### src/rtl/core_sequencer.sv
// rtl/core_sequencer.sv - multi-cycle instruction sequencer with PC, retire counter and watchdog
//
// Ports:
//   clk, rstn         clock and synchronous active-low reset
//   start             begin execution at BOOT_PC (accepted in IDLE or HALT only)
//   fetch_en          one-cycle fetch pulse; nextpc is valid alongside it
//   exec_en           one-cycle pulse starting the execute unit
//   exec_done         execute finished (looked at only while waiting on execute)
//   dec_is_mem        instruction needs the memory stage (sampled with exec_done)
//   dec_is_halt       instruction is a halt (sampled with exec_done)
//   br_taken          branch taken (sampled with exec_done)
//   br_target         branch target (sampled with exec_done)
//   mem_en            one-cycle pulse starting the memory access
//   mem_done          memory access finished (looked at only while waiting on memory)
//   wb_en             one-cycle writeback pulse
//   nextpc            PC of the instruction to fetch
//   busy              high while an instruction is in flight
//   halted            high after a halt instruction retires
//   err               high after a watchdog expiry; only rstn clears it
//   retired           count of retired instructions, wraps modulo 2^32
`timescale 1ns/1ps
module core_sequencer #(
  parameter int              PC_W    = 19,
  parameter logic [PC_W-1:0] BOOT_PC = '0,
  parameter int              TIMEOUT = 1024
) (
  input  logic            clk,
  input  logic            rstn,
  input  logic            start,
  output logic            fetch_en,
  output logic            exec_en,
  input  logic            exec_done,
  input  logic            dec_is_mem,
  input  logic            dec_is_halt,
  input  logic            br_taken,
  input  logic [PC_W-1:0] br_target,
  output logic            mem_en,
  input  logic            mem_done,
  output logic            wb_en,
  output logic [PC_W-1:0] nextpc,
  output logic            busy,
  output logic            halted,
  output logic            err,
  output logic [31:0]     retired
);

  // Watchdog only needs to count up to TIMEOUT-1: the cycle that would reach
  // TIMEOUT goes straight to ERR instead of storing the value.
  localparam int              WD_W    = (TIMEOUT < 2) ? 1 : $clog2(TIMEOUT + 1);
  localparam bit              WD_ON   = (TIMEOUT != 0);
  localparam logic [WD_W-1:0] WD_LAST = (TIMEOUT == 0) ? '0 : WD_W'(TIMEOUT - 1);

  typedef enum logic [3:0] {
    S_IDLE,
    S_FETCH,
    S_DECODE,
    S_EXEC,
    S_EXWAIT,
    S_MEM,
    S_MEMWAIT,
    S_WB,
    S_HALT,
    S_ERR
  } state_t;

  state_t          state, state_nx;
  logic [WD_W-1:0] wd, wd_nx;
  logic            lat_en;
  logic            load_boot;
  logic            fetch_en_nx, exec_en_nx, mem_en_nx, wb_en_nx;
  logic            busy_nx, halted_nx, err_nx;

  // Decode results captured when execute completes; used in WB.
  logic            is_halt_q;
  logic            br_taken_q;
  logic [PC_W-1:0] br_target_q;

  always_ff @(posedge clk) begin
    if (!rstn) begin
      state <= S_IDLE;
      wd    <= '0;
    end else begin
      state <= state_nx;
      wd    <= wd_nx;
    end
  end

  always_comb begin
    state_nx  = state;
    wd_nx     = wd;
    lat_en    = 1'b0;
    load_boot = 1'b0;
    unique case (state)
      S_IDLE, S_HALT: begin
        if (start) begin
          state_nx  = S_FETCH;
          load_boot = 1'b1;
        end
      end
      S_FETCH:  state_nx = S_DECODE;
      S_DECODE: state_nx = S_EXEC;
      S_EXEC: begin
        state_nx = S_EXWAIT;
        wd_nx    = '0;
      end
      S_EXWAIT: begin
        // done has priority over a watchdog expiry in the same cycle
        if (exec_done) begin
          lat_en   = 1'b1;
          state_nx = dec_is_mem ? S_MEM : S_WB;
        end else if (WD_ON && (wd == WD_LAST)) begin
          state_nx = S_ERR;
        end else begin
          wd_nx = wd + 1'b1;
        end
      end
      S_MEM: begin
        state_nx = S_MEMWAIT;
        wd_nx    = '0;
      end
      S_MEMWAIT: begin
        if (mem_done) begin
          state_nx = S_WB;
        end else if (WD_ON && (wd == WD_LAST)) begin
          state_nx = S_ERR;
        end else begin
          wd_nx = wd + 1'b1;
        end
      end
      S_WB:    state_nx = is_halt_q ? S_HALT : S_FETCH;
      S_ERR:   state_nx = S_ERR;
      default: state_nx = S_IDLE;
    endcase

    // Outputs are registered copies of the decode of the next state, so they
    // line up exactly with the state they describe.
    fetch_en_nx = (state_nx == S_FETCH);
    exec_en_nx  = (state_nx == S_EXEC);
    mem_en_nx   = (state_nx == S_MEM);
    wb_en_nx    = (state_nx == S_WB);
    halted_nx   = (state_nx == S_HALT);
    err_nx      = (state_nx == S_ERR);
    busy_nx     = !((state_nx == S_IDLE) || (state_nx == S_HALT) || (state_nx == S_ERR));
  end

  always_ff @(posedge clk) begin
    if (!rstn) begin
      nextpc      <= BOOT_PC;
      retired     <= '0;
      is_halt_q   <= 1'b0;
      br_taken_q  <= 1'b0;
      br_target_q <= '0;
      fetch_en    <= 1'b0;
      exec_en     <= 1'b0;
      mem_en      <= 1'b0;
      wb_en       <= 1'b0;
      busy        <= 1'b0;
      halted      <= 1'b0;
      err         <= 1'b0;
    end else begin
      if (lat_en) begin
        is_halt_q   <= dec_is_halt;
        br_taken_q  <= br_taken;
        br_target_q <= br_target;
      end
      if (load_boot) begin
        nextpc <= BOOT_PC;
      end else if (state == S_WB) begin
        nextpc  <= br_taken_q ? br_target_q : nextpc + 1'b1;
        retired <= retired + 32'd1;
      end
      fetch_en <= fetch_en_nx;
      exec_en  <= exec_en_nx;
      mem_en   <= mem_en_nx;
      wb_en    <= wb_en_nx;
      busy     <= busy_nx;
      halted   <= halted_nx;
      err      <= err_nx;
    end
  end

endmodule

### config.mk
export PLATFORM = sky130hd
export DESIGN_NAME = core_sequencer
export DESIGN_NICKNAME = d
export VERILOG_FILES = /design/src/rtl/core_sequencer.sv
export SDC_FILE = /design/constraint.sdc
export NUM_CORES = 1
export LEC_CHECK = 0
export BUFFER_PORTS_ARGS = -buffer_cell sky130_fd_sc_hd__buf_4
export CAP_MARGIN = 0
export CELL_PAD_IN_SITES_DETAIL_PLACEMENT = 1
export CELL_PAD_IN_SITES_GLOBAL_PLACEMENT = 1
export CORE_MARGIN = 4
export CORE_UTILIZATION = 37
export DETAILED_ROUTE_END_ITERATION = 10
export PLACE_DENSITY_LB_ADDON = 0.05
export SETUP_SLACK_MARGIN = 0.4
export SYNTH_ARGS = -nofsm -noshare
export SYNTH_HDL_FRONTEND = slang
export SYNTH_SLANG_ARGS = --single-unit
### constraint.sdc
create_clock -name clk -period 2 [get_ports clk]
set_input_delay 0.4 -clock clk [delete_from_list [all_inputs] [get_ports clk]]
set_output_delay 0.4 -clock clk [all_outputs]
set_load 0.1 [all_outputs]
# Yosys cells after proc, flatten, opt, wreduce, memory -nomap -nowiden
# Index checks and enable logic that the tools add are counted.
# Widths: inputs -> output; s select.
[classes] muxes=16 add_sub_neg=3 n_eq_ne=18 n_reduce_logical=11 bitwise=2
[ops] op="$pmux 4 s9" n=1
[ops] op="$mux 11" n=3
[ops] op="$pmux 11 s3" n=1
[ops] op="$add 32x1->32 const B" n=1
[ops] op="$eq 4x3->1 const B" n=6
[ops] op="$mux 4" n=5
[ops] op="$add 19x1->19 const B" n=1
[ops] op="$mux 19" n=1
[ops] op="$eq 4x4->1 const B" n=4
[ops] op="$eq 4x2->1 const B" n=3
[ops] op="$add 11x1->11 const B" n=1
[ops] op="$eq 11x10->1 const B" n=1
[ops] op="$eq 4x1->1 const B" n=2
[ops] op="$logic_not 4->1" n=2
[ops] op="$reduce_or 2->1" n=3
[ops] op="$mux 1" n=4
[ops] op="$ne 2x2->1 const B" n=2
[ops] op="$reduce_and 3->1" n=1
[ops] op="$reduce_bool 3->1" n=1
[ops] op="$logic_or 1x1->1" n=2
[ops] op="$mux 2" n=1
[ops] op="$not 1->1" n=2
[ops] op="$reduce_and 2->1" n=1
[ops] op="$logic_not 1->1" n=1
[totals] in_bits=27 output_inout_bits=58 reg_bits=94

# Depth between registers and ports, before layout
[logic_depth] word_depth=8 ltp_mapped=8 mapped_depth_nobuf=6

# Worst setup path before layout
# Ideal clock, no wire load.
[synth_path] path_type="reg2reg" startpoint="reg nextpc[0]" endpoint="reg nextpc[17]" t_arrival_ns=2.605 stages_incl_launch_ff=7 n_path_buf=1 setup_slack_ns=-0.680 synth_period_minus_slack_ns=2.680 setup_ns=0.075 required_time_ns=1.925 path_cell_list="dfxtp_1 > nand4_1 > or3_1 > buf_2 > or3_4 > or4_1 > a31oi_1"
[synth_between] elab_chain_cells=2
[synth_rtl] item="start: declaration" line_no="40" text="output logic [PC_W-1:0] nextpc,"
[synth_rtl] item="start signal: assignment" line_no="169" text="nextpc <= br_taken_q ? br_target_q : nextpc + 1'b1;"
[synth_rtl] item="$add 19x1->19" line_no="169"
[synth_rtl] item="$mux 19" line_no="169"
# Every way passes these cells.
# A chain may end at the register's enable or synchronous reset.

# Worst setup path after layout
[layout_path] startpoint="reg wd[1]" endpoint="reg busy"
[layout_between] elab_chain_cells=8 word_cells_on_any_way=11 cone_classes="3 x eq/ne; 4 x mux; 4 x reduce/logical"
[layout_rtl] item="start: declaration" line_no="67" text="logic [WD_W-1:0] wd, wd_nx;"
[layout_rtl] item="start signal: assignment" line_no="84" text="wd <= wd_nx;"
[layout_rtl] item="$eq 11x10->1 (*)" line_no="111, 124"
[layout_rtl] item="$mux 4 (*)" line_no="111, 124"
[layout_rtl] item="$mux 4, on equally long branches" line_no="122, 108"
[layout_rtl] item="$pmux 4 s9 (*)" line_no="93" text="unique case (state)"
[layout_rtl] item="$eq 4x4->1 / $logic_not 4->1 (equally long branches)" line_no="143" text="busy_nx = !((state_nx == S_IDLE) || (state_nx == S_HALT) || (state_nx == S_ERR));"
[layout_rtl] item="$logic_or 1x1->1" line_no="143"
[layout_rtl] item="$logic_or 1x1->1 (*)" line_no="143"
[layout_rtl] item="$logic_not 1->1 (*)" line_no="143"
[layout_rtl] item="end signal: assignment" line_no="176" text="busy <= busy_nx;"
[layout_rtl] item="end: declaration" line_no="41" text="output logic busy,"
# Mark *: on every way between the ends. The rest lies on a longest branch, timed or not.

==> out/metrics.csv <==
metric,value,unit
number of remaining DRC errors,0,
area taken by multi-input logic gates,0.003299,mm²
Iter 0 DRT Violations,282,
global-route wire length before repair,26.10,mm
final worst path period share,0.9527,
P_sw,1.597,mW
CTS root buffer,clkbuf_16,
critical path arrival,2150,ps
die height,119.9,µm
Layout Area Growth over Synthesis,65.78,%
Via-to-Cell Ratio,5.582,
Critical Path Start Type,flop,
Max Cap Viol,0,
grt ovf,0,
YS warnings,0,
row cnt,40,
Syn Inst Count,558,
Core ar.,0.01216,mm²
Crit path required time,2240,ps
fmax,0.5248,GHz
RSZ-0062 raised after global routing,yes,
Initial Util,0.3812,
post-synth cell types,53,
Synth Flop Type,dfxtp_1,
CTS tree,built,
total die area,0.01438,mm²
Mean Syn Cell Area,8.308,µm²
Hold Path Class,input pin to flop,
Non-Filler Instances,907,
Final min period,1905,ps
Sw Share,0.3216,
cell total after placement,800,
DR WL/cell,21.76,µm
fill count,1351,
ANT cells,0,
Slew Limit Fails,0,
DRT antenna net count,0,
most frequent cells in the layout,"buf_4 (157), nand2_1 (82), dfxtp_1 (40)",
CTS Buf Count,9,
Flop pwr share,0.405,
gr usage total,0.2258,
Least-Margin Pin Slew,490.1,ps
ys async rst share,0,
Leakage Power,3.218,nW
Worst-Skew Late Latency,360,ps
post-synth top area cell,dfxtp_1,
final setup violation count,0,
final worst slack,94.57,ps
Comb power frac,0.263,
register area,0.002047,mm²
Clock Path Buffers,2,
outcome,finished clean,
sink count of the clock tree,94,
"Design Area, Final",0.007685,mm²
clock share of power,0.332,
Clock transition at path regs,70,ps
dpl ws,-17.93,ps
Area contributors post-synth,"dfxtp_1 (41%), nand2_1 (6.8%), a21boi_0 (4.2%)",
vias in the first global route,4975,
nets,765,
HPWL Detailed,9.689,mm
via count,5063,
num ports,85,
"most common cell after layout, fill and taps aside",buf_4,
Tot Pwr,4.966,mW
antenna violations before repair,0,
normalized max-slew margin,0.6728,
final hold viol count,0,
largest net degree at the start of global routing,37,
#FFs+latches synth,94,
clock skew,8.688,ps
Initial DRT Pass Iterations,6,
GP Congestion,0.8275,
post-synthesis sequential area ratio,0.4059,
post-synth top area share,0.4059,
maximum vdd drop,0.8031,mV
Area after DPL,0.005932,mm²
Buffers on Ports,84,
crit path max fanout,4,
"Cell Area, Synth",0.004636,mm²
Worst Setup Path Type,flop to flop,
type of destination of the critical path,flop,
syn nets,588,
die width,119.9,µm
final setup TNS,0,ps
final WL,19.74,mm
PD cells,646.2,mW/mm²
layout cells sized above 1,0.4993,
htree depth,3,
Post-synth EDFFs,0,
internal power,3.369,mW
[worst max-delay path, stage by stage, from the launching register on]
cell	delay (ps)
dfxtp_4	360
ha_4	150
nand3_4	90
or3_4	380
and3_4	160
or3_4	350
o311a_1	290
[routing by layer]
layer,track usage,routed length (µm)
met3,0.05090,985
met5,0,0
met2,0.3871,10140
met4,0.05870,704
met1,0.2860,7908
[logic make-up after synthesis]
family          Yosys count  share of synthesized area
simple gates            275                     0.3153
compound gates           98                     0.1455
flops                    94                     0.4059
buf+inv                  46                    0.04157
xor+xnor                 26                    0.04912
mux                      16                    0.03455
fa+ha+maj                 3                   0.008098
[repair_timing]
action / in CTS / in global routing
pin swaps: 45 / 63
endpoints found under the setup margin: 85 / 90
buffers inserted: 44 / 39
resized for setup: 75 / 92
hold buffers: 0 / 0
cloned: 6 / 3
[cell usage after synthesis, drive strengths merged, types with 10 or more instances]
cell type,count
dfxtp,94
nand2,84
nor2,30
and2,28
a21boi,26
nand3,24
clkbuf,22
a21oi,19
mux2i,16
nor3,15
nand2b,14
xor2,14
inv,13
nor4,13
xnor2,12
buf,11
or3,11
o21ai,10
[power by group through the flow]
stage | logic, mW | clock network [mW] | registers (mW)
2_1_floorplan | 0.450 | 0 | 2.21
3_3_place_gp | 0.892 | 0 | 2.02
3_5_place_dp | 0.908 | 0 | 2.03
4_1_cts | 1.07 | 1.66 | 1.99
5_1_grt | 1.40 | 1.75 | 2.02
6_report | 1.31 | 1.65 | 2.01
[worst paths after layout]
path / from / end / slack [ps] / depth (start not counted)
hold reg to reg: br_target_q[13] / br_target_q[13] / 460 / 2
setup / recovery: wd[1] / busy / 90 / 6
hold / removal: br_target[17] / br_target_q[17] / 300 / 3
setup reg to reg: wd[1] / busy / 90 / 6
[metrics by stage]
step,hold WS [ps],util
after floorplan,437.6,-
after global placement,453.1,0.4878
after detailed placement,458.0,0.4878
after CTS,300.1,0.5738
after global routing,305.5,0.6319
final,298.7,0.6319
[registers in the layout (all words and copies together), names as in the netlist]
| name | cells |
|---|---|
| br_taken_q | 1 |
| br_target_q | 19 |
| busy | 1 |
| err | 1 |
| exec_en | 1 |
| fetch_en | 1 |
| halted | 1 |
| is_halt_q | 1 |
| mem_en | 1 |
| nextpc | 19 |
| retired | 32 |
| state | 4 |
| wb_en | 1 |
| wd | 11 |
[layout make-up]
| class | instances | share of cell area |
|---|---|---|
| clock inverter | 1 | 0.0006513 |
| sequential | 94 | 0.2664 |
| multi-input combinational | 419 | 0.4293 |
| tap | 168 | 0.02735 |
| timing repair buffer | 198 | 0.2351 |
| inverter | 13 | 0.006838 |
| clock buffer | 14 | 0.03435 |
Note: power is estimated with default switching activity, not from simulation.
